## src/rtl/ncu_mcu_dn_arb.sv

```systemverilog
// NCU-to-MCU downstream arbiter.
// Three requesters (READ, WRITE, IFILL) compete round-robin for a 4-bit
// link to the MCU. A granted request becomes a 5-nibble packet: a command
// nibble followed by its 16-bit payload, most significant nibble first.
// The MCU can stall the link at any cycle. A sticky flag reports stalls
// that have lasted too long.
module ncu_mcu_dn_arb #(
    parameter logic [7:0] STALL_LIMIT = 8'd255
) (
    input  logic        iol2clk,
    input  logic        rst,
    input  logic [2:0]  req,
    input  logic [47:0] payload,
    output logic [2:0]  ack,
    input  logic        mcu_ncu_stall,
    output logic        ncu_mcu_vld,
    output logic [3:0]  ncu_mcu_data,
    output logic        busy,
    output logic        stall_timeout
);

    typedef enum logic {
        IDLE = 1'b0,
        SEND = 1'b1
    } state_t;

    localparam logic [2:0] LAST_BEAT = 3'd5;

    state_t      state_q;
    logic [2:0]  nxt_q;
    logic [15:0] pay_q;
    logic [1:0]  lastGrant_q;
    logic        vld_q;
    logic [3:0]  data_q;
    logic [2:0]  ack_q;
    logic        busy_q;
    logic [7:0]  stallCnt_q;
    logic [7:0]  stallCnt_d;
    logic        timeout_q;

    logic [1:0]  cand0;
    logic [1:0]  cand1;
    logic [1:0]  cand2;
    logic [1:0]  sel;
    logic        grantAny;
    logic [15:0] selPayload;
    logic [3:0]  selCmd;
    logic [3:0]  beatNibble;

    // Requester index that follows i in the cyclic order 0 -> 1 -> 2 -> 0.
    function automatic logic [1:0] nextIdx(input logic [1:0] i);
        return (i >= 2'd2) ? 2'd0 : i + 2'd1;
    endfunction

    // Round-robin pick: search starts one past the most recent grant.
    always_comb begin
        cand0    = nextIdx(lastGrant_q);
        cand1    = nextIdx(cand0);
        cand2    = nextIdx(cand1);
        sel      = cand0;
        grantAny = 1'b0;
        if (req[cand0]) begin
            sel      = cand0;
            grantAny = 1'b1;
        end else if (req[cand1]) begin
            sel      = cand1;
            grantAny = 1'b1;
        end else if (req[cand2]) begin
            sel      = cand2;
            grantAny = 1'b1;
        end
    end

    // Payload slice and command nibble belonging to the selected requester.
    always_comb begin
        selCmd = {2'b01, sel};
        case (sel)
            2'd0:    selPayload = payload[15:0];
            2'd1:    selPayload = payload[31:16];
            default: selPayload = payload[47:32];
        endcase
    end

    // Payload nibble for the next beat, most significant nibble first.
    always_comb begin
        case (nxt_q)
            3'd1:    beatNibble = pay_q[15:12];
            3'd2:    beatNibble = pay_q[11:8];
            3'd3:    beatNibble = pay_q[7:4];
            default: beatNibble = pay_q[3:0];
        endcase
    end

    // Consecutive-stall count, cleared by any unstalled cycle, saturating.
    always_comb begin
        if (!mcu_ncu_stall) begin
            stallCnt_d = 8'd0;
        end else if (stallCnt_q >= STALL_LIMIT) begin
            stallCnt_d = stallCnt_q;
        end else begin
            stallCnt_d = stallCnt_q + 8'd1;
        end
    end

    // Arbitration and beat sequencing; every output comes straight from a flop.
    always_ff @(posedge iol2clk or posedge rst) begin
        if (rst) begin
            state_q     <= IDLE;
            nxt_q       <= 3'd0;
            pay_q       <= 16'd0;
            lastGrant_q <= 2'd2;
            vld_q       <= 1'b0;
            data_q      <= 4'd0;
            ack_q       <= 3'b000;
            busy_q      <= 1'b0;
        end else begin
            ack_q <= 3'b000;
            case (state_q)
                IDLE: begin
                    vld_q <= 1'b0;
                    if (grantAny && !mcu_ncu_stall) begin
                        state_q     <= SEND;
                        busy_q      <= 1'b1;
                        vld_q       <= 1'b1;
                        data_q      <= selCmd;
                        ack_q       <= 3'b001 << sel;
                        pay_q       <= selPayload;
                        nxt_q       <= 3'd1;
                        lastGrant_q <= sel;
                    end
                end
                SEND: begin
                    if (mcu_ncu_stall) begin
                        vld_q <= 1'b0;
                    end else if (nxt_q < LAST_BEAT) begin
                        vld_q  <= 1'b1;
                        data_q <= beatNibble;
                        nxt_q  <= nxt_q + 3'd1;
                    end else begin
                        vld_q   <= 1'b0;
                        state_q <= IDLE;
                        busy_q  <= 1'b0;
                        nxt_q   <= 3'd0;
                    end
                end
                default: begin
                    state_q <= IDLE;
                    vld_q   <= 1'b0;
                    busy_q  <= 1'b0;
                    nxt_q   <= 3'd0;
                end
            endcase
        end
    end

    // Stall counter and its sticky timeout flag; only reset clears the flag.
    always_ff @(posedge iol2clk or posedge rst) begin
        if (rst) begin
            stallCnt_q <= 8'd0;
            timeout_q  <= 1'b0;
        end else begin
            stallCnt_q <= stallCnt_d;
            if (mcu_ncu_stall && (stallCnt_d >= STALL_LIMIT)) begin
                timeout_q <= 1'b1;
            end
        end
    end

    assign ack           = ack_q;
    assign ncu_mcu_vld   = vld_q;
    assign ncu_mcu_data  = data_q;
    assign busy          = busy_q;
    assign stall_timeout = timeout_q;

endmodule

```

## config.mk

```make
export PLATFORM = sky130hd
export DESIGN_NAME = ncu_mcu_dn_arb
export DESIGN_NICKNAME = d
export VERILOG_FILES = /design/src/rtl/ncu_mcu_dn_arb.sv
export SDC_FILE = /design/constraint.sdc
export NUM_CORES = 1
export LEC_CHECK = 0
export ABC_AREA = 1
export CAP_MARGIN = 40
export CORE_MARGIN = 10
export CORE_UTILIZATION = 45
export CTS_BUF_LIST = sky130_fd_sc_hd__clkbuf_8
export DETAILED_ROUTE_END_ITERATION = 16
export PLACE_DENSITY = 0.83
export SYNTH_ARGS = -nofsm -noshare
export SYNTH_HDL_FRONTEND = slang
export SYNTH_SLANG_ARGS = --single-unit
export TNS_END_PERCENT = 1
```

## constraint.sdc

```tcl
create_clock -name iol2clk -period 2.78 [get_ports iol2clk]
set_clock_uncertainty 0.05 [all_clocks]
set_input_delay 0.556 -clock iol2clk [delete_from_list [all_inputs] [get_ports iol2clk]]
set_output_delay 0.556 -clock iol2clk [all_outputs]
set_load 0.02 [all_outputs]
```

==> results.txt, run 1 <==
Post-synth EDFFs - 0
Synth cell types - 34
Worst reg-to-reg path cell count - 11
Total CTS buffers - 5
First-pass GRT wire length - 11160 um
Die area - 0.008770 mm2
Root buffer cell - clkbuf_8
Flops & latches, synth - 40
CP bufs+invs - 2
Commonest non-fill, non-tap cell in the layout - nand2_1
Die Ht - 93.65 um
Area growth, synth to finish - 32.60%
# DRC - 0
Htree depth - 2
Site row count - 26
Initial DRC Count - 118
Worst-Skew Late Latency - 0.30 ns
Most frequent cells in the layout - nand2_1, clkdlybuf4s50_1, inv_1
Vias per inst - 5.002
PortBufs - 63
Vias - 2386
Hold_buf cts - 0
Post-Syn Nets - 397
CP Launch Type - input port
Final RePlAce weighted congestion - 0.8882
Setup Fix Bufs, Post-CTS - 0
Kind of critical path - in2reg
Synth Instances - 338
Largest cells by area after synthesis - dfrtp_1, nand2_1, inv_1
Actual slew at the worst max-slew pin - 0.5044 ns
Register clock-pin slew on the reported worst setup and hold paths - 0.08 ns
Avg Inst Size Synth - 7.222 um2
Hold WS - 0.4163 ns
Drt wl/cell - 13.07 um
Worst IR Drop VDD - 447.3 uV
Initial Util - 0.4719
Synth async-reset ratio - 1.000
YS warnings - 0
Max-Cap Viols - 0
Number of diodes - 0
Worst hold stages - 2
DRT Wirelength - 6236 um
Relative slew slack - 0.6638
CTS Buffer Depth - 2
Initial antenna violation count - 0
Final hold violations - 0
Detailed placement HPWL - 4878 um
CP max FO - 16
Most frequent CP cell - nor2_1
Power Density - 908.8 mW/mm2
Die Wd - 93.65 um
Total track usage - 0.1541
Unrepaired setup endpoints after global routing - no
CP peak stage delay - 0.51 ns
Share of cells above drive strength 1 - 0.08354
HP Class - reg2reg
Number of global-route vias before repair - 2549
Mapped Area - 0.002441 mm2
Predominant post-synthesis flop cell - dfrtp_1
Final setup vio count - 0
Final Core Density - 0.6258
DR pass1 iterations - 4
Total congestion overflow - 0
Tcrit/Tclk final - 0.7839
I/O pin cnt - 64
Sequential fraction of the synthesis area - 0.4106
Critical-path top delay cell - clkdlybuf4s50_1
WP data required - 2.96 ns
Crit-path cells - clkdlybuf4s50_1 > nand3_1 > nand3_2 > nor2_1 > nor2_1 > nand2_2 > inv_4 > nand2_2 > nor2_1 > nor2_1 > nor2_1
Nets - 465
Total power - 2.942 mW
Final ANT Viol Nets - 0
CTS Sinks - 40
TritonCTS clock tree - built
Post-CTS sizing - 0
WP data arrival - 2.36 ns
Crit-path leading delay family - simple AND/OR/NAND/NOR gates
Largest net degree at the start of global routing - 41
Peak Freq - 458.9 MHz
Core footprint - 0.005172 mm2
Status - finished clean
Sum Neg Setup Slack - 0 ns
CP Depth - 11
Critical path endpoint category - register
Final Critical Period - 2.179 ns
Max-slew violation count - 0
Top cell type by total area after synthesis - dfrtp_1
Pleak - 1.614 nW
Share of the synthesized area in the top cell type - 0.3998
-- per-layer routing --
layer  vias to the layer above  track usage  share of wire
li1                       1209            -              -
met1                      1094       0.1566           0.41
met2                        70       0.2773           0.49
met3                        13      0.06315          0.076
met4                         0      0.05570          0.020
met5                         -            0              0
-- cell families (layout without fill, tap and decap cells) --
| family | Yosys count | count (layout) | synth area share |
|---|---|---|---|
| flops | 40 | 40 | 0.4106 |
| simple gates | 183 | 183 | 0.3408 |
| compound gates | 47 | 47 | 0.1153 |
| fa+ha+maj | 5 | 5 | 0.02563 |
| buf+inv | 62 | 131 | 0.1040 |
| xor+xnor | 1 | 1 | 0.003589 |
-- stage by stage --
stage | instance area [um2] | std cells | setup WS (ns)
floorplan | 2441 | 338 | 1.105
global placement | 3144 | 469 | 0.4327
detailed placement | 3144 | 469 | 0.3053
CTS | 3237 | 477 | 0.6131
global route | 3237 | 477 | 0.3984
finish | 3237 | 477 | 0.6009
-- Yosys cell counts, types with 2 or more instances --
| cell | number |
|---|---|
| nand2_1 | 89 |
| inv_1 | 52 |
| dfrtp_1 | 39 |
| nand3_1 | 36 |
| nor2_1 | 32 |
| a21oi_1 | 19 |
| o21ai_0 | 11 |
| nand2_2 | 8 |
| a31oi_1 | 5 |
| ha_1 | 5 |
| or2_1 | 4 |
| buf_2 | 3 |
| inv_2 | 3 |
| nor2_2 | 3 |
| nor2_4 | 3 |
| o22ai_1 | 3 |
| buf_6 | 2 |
| nand3_2 | 2 |
| nand3b_1 | 2 |
| o21a_1 | 2 |
| or2_0 | 2 |
-- sequential cells by signal, summed over array words and instances, names as in the netlist --
register and cells:
nxt_q 3, stallCnt_q 8, ncu_mcu_data 4, lastGrant_q 2, ack 3, state_q 1, pay_q 16, ncu_mcu_vld 1
stall_timeout 1, busy 1
-- worst paths after layout --
path	from	to	slack, ns
hold / removal	stall_timeout$_DFFE_PP0P_	stall_timeout$_DFFE_PP0P_	0.42
setup reg to reg	lastGrant_q[1]$_DFFE_PP1P_	pay_q[5]$_DFFE_PP0P_	0.72
hold reg to reg	stall_timeout$_DFFE_PP0P_	stall_timeout$_DFFE_PP0P_	0.42
max in group asynchronous	rst	lastGrant_q[1]$_DFFE_PP1P_	1.68
min in group asynchronous	rst	ncu_mcu_vld$_DFF_PP0_	0.63
setup / recovery	req[2]	pay_q[15]$_DFFE_PP0P_	0.60
-- worst min-delay path, delay by kind of cell, from the launching register on --
kind / cells / cell delay, ns
DFF: 1 / 0.35
and+or+nand+nor: 1 / 0.05
buffers and inverters: 1 / 0.04
-- cell type report --
cell class / instances / area [um2]
clock buffer: 6 / 82.58
sequential: 40 / 1002
fill: 463 / 1936
clock inverter: 2 / 10.01
multi-input combinational: 236 / 1185
inverter: 57 / 216.5
timing repair buffer: 66 / 653.1
tap: 70 / 87.58
-- where the power goes --
group,internal [mW],total (mW),switching (mW)
sequential,0.794,0.920,0.126
combinational,0.606,1.62,1.02
clock,0.198,0.398,0.201
total,1.60,2.94,1.34
Power figures use the tool's default switching activity.
==> inputs of run 2 (changes only) <==
--- a/config.mk
+++ b/config.mk
@@ -11,7 +11,7 @@
 export CORE_UTILIZATION = 45
 export CTS_BUF_LIST = sky130_fd_sc_hd__clkbuf_8
 export DETAILED_ROUTE_END_ITERATION = 16
-export PLACE_DENSITY = 0.83
+export PLACE_DENSITY = 0.86
 export SYNTH_ARGS = -nofsm -noshare
 export SYNTH_HDL_FRONTEND = slang
 export SYNTH_SLANG_ARGS = --single-unit
==> constraint.sdc (replaced) <==
create_clock -name iol2clk -period 1.95 [get_ports iol2clk]
set_clock_uncertainty 0.05 [all_clocks]
set_input_delay 0.39 -clock iol2clk [delete_from_list [all_inputs] [get_ports iol2clk]]
set_output_delay 0.39 -clock iol2clk [all_outputs]
set_load 0.02 [all_outputs]
==> results.txt, run 2 (synthesized netlist as in run 1, its figures left out) <==
# DRC - 0
Root buffer cell - clkbuf_8
CP Launch Type - register
Max-slew violation count - 0
CP max FO - 20
Total congestion overflow - 0
R2r setup slk - 0.08 ns
Total power - 4.655 mW
Final hold violations - 0
Filler Cells Inserted - 420
Biggest register - pay_q
Number of flip-flops in the largest register - 16
Footprint of the multi-input gates - 0.001201 mm2
Area growth, synth to finish - 40.24%
CP Depth - 12
CTS Sinks - 40
CP bufs+invs - 2
WP data required - 2.09 ns
Worst-Skew Late Latency - 0.30 ns
Nets - 478
Status - finished clean
Final setup vio count - 0
Initial DRC Count - 143
Sum Neg Setup Slack - 0 ns
Most frequent cells in the layout - nand2_1, clkdlybuf4s50_1, inv_1
Vias - 2423
DR pass1 iterations - 4
Relative slew slack - 0.8385
Register clock-pin slew on the reported worst setup and hold paths - 0.08 ns
First-pass GRT wire length - 11500 um
Initial antenna violation count - 0
Crit path launch - lastGrant_q[1]$_DFFE_PP1P_
Number of diodes - 0
Die Ht - 93.65 um
Max-Cap Viols - 0
Crit-path cells - nor2_2 > nand2_1 > nand2_2 > nor2_4 > nand3_2 > nand3_4 > buf_12 > nor2_4 > nand2_1 > nand2_1 > inv_1 > nand2_1
Commonest non-fill, non-tap cell in the layout - nand2_1
WP data arrival - 2.01 ns
Final ANT Viol Nets - 0
Most frequent CP cell - nand2_1
Worst R2R Start - lastGrant_q[1]$_DFFE_PP1P_
Kind of critical path - reg2reg
Total CTS buffers - 5
Detailed placement HPWL - 5070 um
Die area - 0.008770 mm2
Peak Freq - 535.2 MHz
HP Class - in2async
Htree depth - 2
Register area - 0.001003 mm2
Initial Util - 0.4719
Worst IR Drop VDD - 826.8 uV
Die Wd - 93.65 um
Number of global-route vias before repair - 2555
Power Density - 1360 mW/mm2
CP peak stage delay - 0.59 ns
Fin cells - 490
Total track usage - 0.1584
Worst reg-to-reg path cell count - 12
Vias per inst - 4.945
I/O pin cnt - 64
Actual slew at the worst max-slew pin - 0.2414 ns
Hold_buf cts - 0
Tcrit/Tclk final - 0.9581
Critical-path top delay cell - dfstp_2
Drt wl/cell - 13.24 um
Core footprint - 0.005172 mm2
Largest net degree at the start of global routing - 41
TritonCTS clock tree - built
Final Critical Period - 1.868 ns
PortBufs - 63
Site row count - 26
Critical path endpoint category - register
Crit-path leading delay family - simple AND/OR/NAND/NOR gates
DRT Wirelength - 6488 um
Pleak - 1.702 nW
Placed insts - 481
Unrepaired setup endpoints after global routing - yes
CTS Buffer Depth - 2
Hold WS - 0.4025 ns
Final RePlAce weighted congestion - 0.9264
Share of cells above drive strength 1 - 0.1214
==> run 2: final cells by class <==
cell class                 instances  area share
multi-input combinational        236      0.3509
sequential                        40      0.2931
timing repair buffer              79      0.2339
inverter                          57     0.06396
tap                               70     0.02558
clock buffer                       5     0.02010
clock inverter                     3     0.01243
==> run 2: report_power, final <==
part	total (mW)	leakage [nW]	switching, mW	internal [mW]
registers	1.32	0.475	0.182	1.13
clock network	0.677	0.0541	0.298	0.379
logic	2.66	1.17	1.54	1.12
total	4.66	1.70	2.02	2.63
==> run 2: layer usage <==
metal	wire (um)	track usage	up-vias
li1	-	-	1232
met1	2721	0.1751	1113
met2	3185	0.2773	67
met3	473	0.05436	11
met4	107	0.05316	0
met5	0	0	-
==> run 2: repair_timing <==
action | CTS | global route
gates resized for setup | 0 | 6
setup endpoints to repair | 0 | 20
buffers inserted | 0 | 1
==> run 2: metrics by stage <==
stage	cell area, um2	worst slack (ns)	util
floorplan	2441	0.2748	-
global placement	3284	-0.1015	0.6350
detailed placement	3284	-0.1682	0.6350
CTS	3396	0.05473	0.6565
global route	3423	-0.05456	0.6618
finish	3423	0.08161	0.6618
==> run 2: final timing paths <==
check	to
max in group asynchronous	lastGrant_q[1]$_DFFE_PP1P_
min in group iol2clk	stall_timeout$_DFFE_PP0P_
setup / recovery	pay_q[11]$_DFFE_PP0P_
setup reg to reg	pay_q[11]$_DFFE_PP0P_
hold / removal	stallCnt_q[2]$_DFF_PP0_
hold reg to reg	stall_timeout$_DFFE_PP0P_
==> run 2: worst register-to-register path, delay by kind of cell, from the launching register on <==
kind	cells	cell delay, ns
buffers and inverters	2	0.23
DFF	1	0.59
and+or+nand+nor	10	0.93
==> inputs of run 3 (changes only) <==
--- a/config.mk
+++ b/config.mk
@@ -12,6 +12,7 @@
 export CTS_BUF_LIST = sky130_fd_sc_hd__clkbuf_8
 export DETAILED_ROUTE_END_ITERATION = 16
 export PLACE_DENSITY = 0.86
+export REMOVE_ABC_BUFFERS = 1
 export SYNTH_ARGS = -nofsm -noshare
 export SYNTH_HDL_FRONTEND = slang
 export SYNTH_SLANG_ARGS = --single-unit
==> results.txt, run 3 (synthesized netlist as in run 1, its figures left out) <==
Status - finished clean
Sum Neg Setup Slack - 0 ns
TritonCTS clock tree - built
Most frequent cells in the layout - nand2_1, clkdlybuf4s50_1, inv_1
Actual slew at the worst max-slew pin - 0.3064 ns
CP Launch Type - register
HP Class - in2async
Die Wd - 93.65 um
Core footprint - 0.005172 mm2
# DRC - 0
Worst IR Drop VDD - 535.8 uV
Total internal power - 2.614 mW
Largest net degree at the start of global routing - 21
Hold WS - 0.4152 ns
CP bufs+invs - 2
Htree depth - 2
Root buffer cell - clkbuf_8
Initial Util - 0.4719
First-pass GRT wire length - 11730 um
Critical path endpoint category - register
WP data required - 2.07 ns
Critical-path top delay cell - dfrtp_1
Number of flip-flops in the largest register - 16
Kind of critical path - reg2reg
Pleak - 1.765 nW
Die Ht - 93.65 um
Final setup vio count - 0
Worst-Skew Late Latency - 0.30 ns
Filler Cells Inserted - 426
Drt wl/cell - 14.88 um
CP peak stage delay - 0.42 ns
Tcrit/Tclk final - 0.9870
R2r setup slk - 0.03 ns
DRT Wirelength - 7393 um
Number of diodes - 0
Site row count - 26
Detailed placement HPWL - 5223 um
Register clock-pin slew on the reported worst setup and hold paths - 0.07 ns
Crit-path leading delay family - adder cells
Reg2reg end - ncu_mcu_data[0]$_DFFE_PP0P_
Final Core Density - 0.6809
Share of cells above drive strength 1 - 0.1522
WP data arrival - 2.04 ns
Final ANT Viol Nets - 0
P_sw - 2.173 mW
Net Sw Frac - 0.4540
Placed insts - 482
Biggest register - pay_q
Die area - 0.008770 mm2
Vias - 2534
Initial DRC Count - 143
Clock power frac - 0.118
Worst R2R Start - nxt_q[0]$_DFFE_PP0P_
Final Critical Period - 1.925 ns
Crit-path cells - ha_1 > ha_1 > inv_1 > nand3_1 > inv_1 > a21oi_1 > a22oi_1 > a21oi_1
CTS Buffer Depth - 2
PortBufs - 63
Total track usage - 0.1604
Comb pwr share - 0.606
Peak Freq - 519.6 MHz
I/O pin cnt - 64
Flop pwr share - 0.276
Area growth, synth to finish - 44.29%
Power Density - 1359 mW/mm2
Commonest non-fill, non-tap cell in the layout - nand2_1
Nets - 485
Number of global-route vias before repair - 2652
CP max FO - 4
Max-Cap Viols - 0
DR pass1 iterations - 4
Unrepaired setup endpoints after global routing - yes
Worst reg-to-reg path cell count - 8
Fin cells - 497
Final hold violations - 0
Total CTS buffers - 5
Max-slew violation count - 0
CTS Sinks - 40
Relative slew slack - 0.7953
Initial antenna violation count - 0
Total congestion overflow - 0
Vias per inst - 5.099
Final RePlAce weighted congestion - 0.8049
==> run 3: area by class of cell <==
class,instances,area [um2],area share
clock buffer,6,82.58,0.02345
clock inverter,2,7.507,0.002131
inverter,57,221.5,0.06288
multi-input combinational,236,1266,0.3595
sequential,40,1003,0.2849
tap,70,87.58,0.02487
timing repair buffer,86,853.3,0.2423
==> run 3: what timing repair did <==
item                       CTS  global route
setup endpoints to repair    6            21
cloned                       0             1
pin swaps                    0             8
resized for setup            1            26
hold buffers                 0             0
setup buffers                0             6
==> run 3: worst reg2reg max path, stage by stage, from the launching register on <==
cell	delay (ns)
dfrtp_1	0.42
ha_1	0.23
ha_1	0.22
inv_1	0.12
nand3_1	0.16
inv_1	0.15
a21oi_1	0.09
a22oi_1	0.26
a21oi_1	0.10
==> run 3: through the flow <==
stage	setup slack (ns)	instance area [um2]	power [mW]
after floorplan	0.1470	2404	2.916
after global placement	-0.1172	3267	3.705
after detailed placement	-0.2218	3267	3.822
after CTS	0.01962	3362	4.420
after global routing	-0.06915	3522	5.167
final	0.02529	3522	4.788
==> run 3: layer usage <==
metal  vias up  wire length (um)  GRT usage
li1       1247                 -          -
met1      1180              2866     0.1741
met2        93              3823     0.2865
met3        14               557    0.05516
met4         0               146    0.04937
met5         -                 0          0
==> run 3: power groups by stage <==
stage | clock [mW] | sequential [mW] | combinational, mW
floorplan | 0 | 1.36 | 1.56
global placement | 0 | 1.30 | 2.41
detailed placement | 0 | 1.31 | 2.51
CTS | 0.566 | 1.30 | 2.55
global route | 0.602 | 1.35 | 3.22
finish | 0.563 | 1.32 | 2.90
==> run 3: worst max-delay path by stage <==
stage | startpoint | endpoint | slack (ns) | cells after the start
after detailed placement | req[2] | pay_q[8]$_DFFE_PP0P_ | -0.22 | 11
after floorplan | lastGrant_q[1]$_DFFE_PP1P_ | pay_q[13]$_DFFE_PP0P_ | 0.15 | 10
final | nxt_q[0]$_DFFE_PP0P_ | ncu_mcu_data[0]$_DFFE_PP0P_ | 0.03 | 8
after CTS | req[2] | pay_q[8]$_DFFE_PP0P_ | 0.02 | 11
after global placement | req[0] | ncu_mcu_data[0]$_DFFE_PP0P_ | -0.12 | 9
after global routing | lastGrant_q[1]$_DFFE_PP1P_ | pay_q[7]$_DFFE_PP0P_ | -0.07 | 12
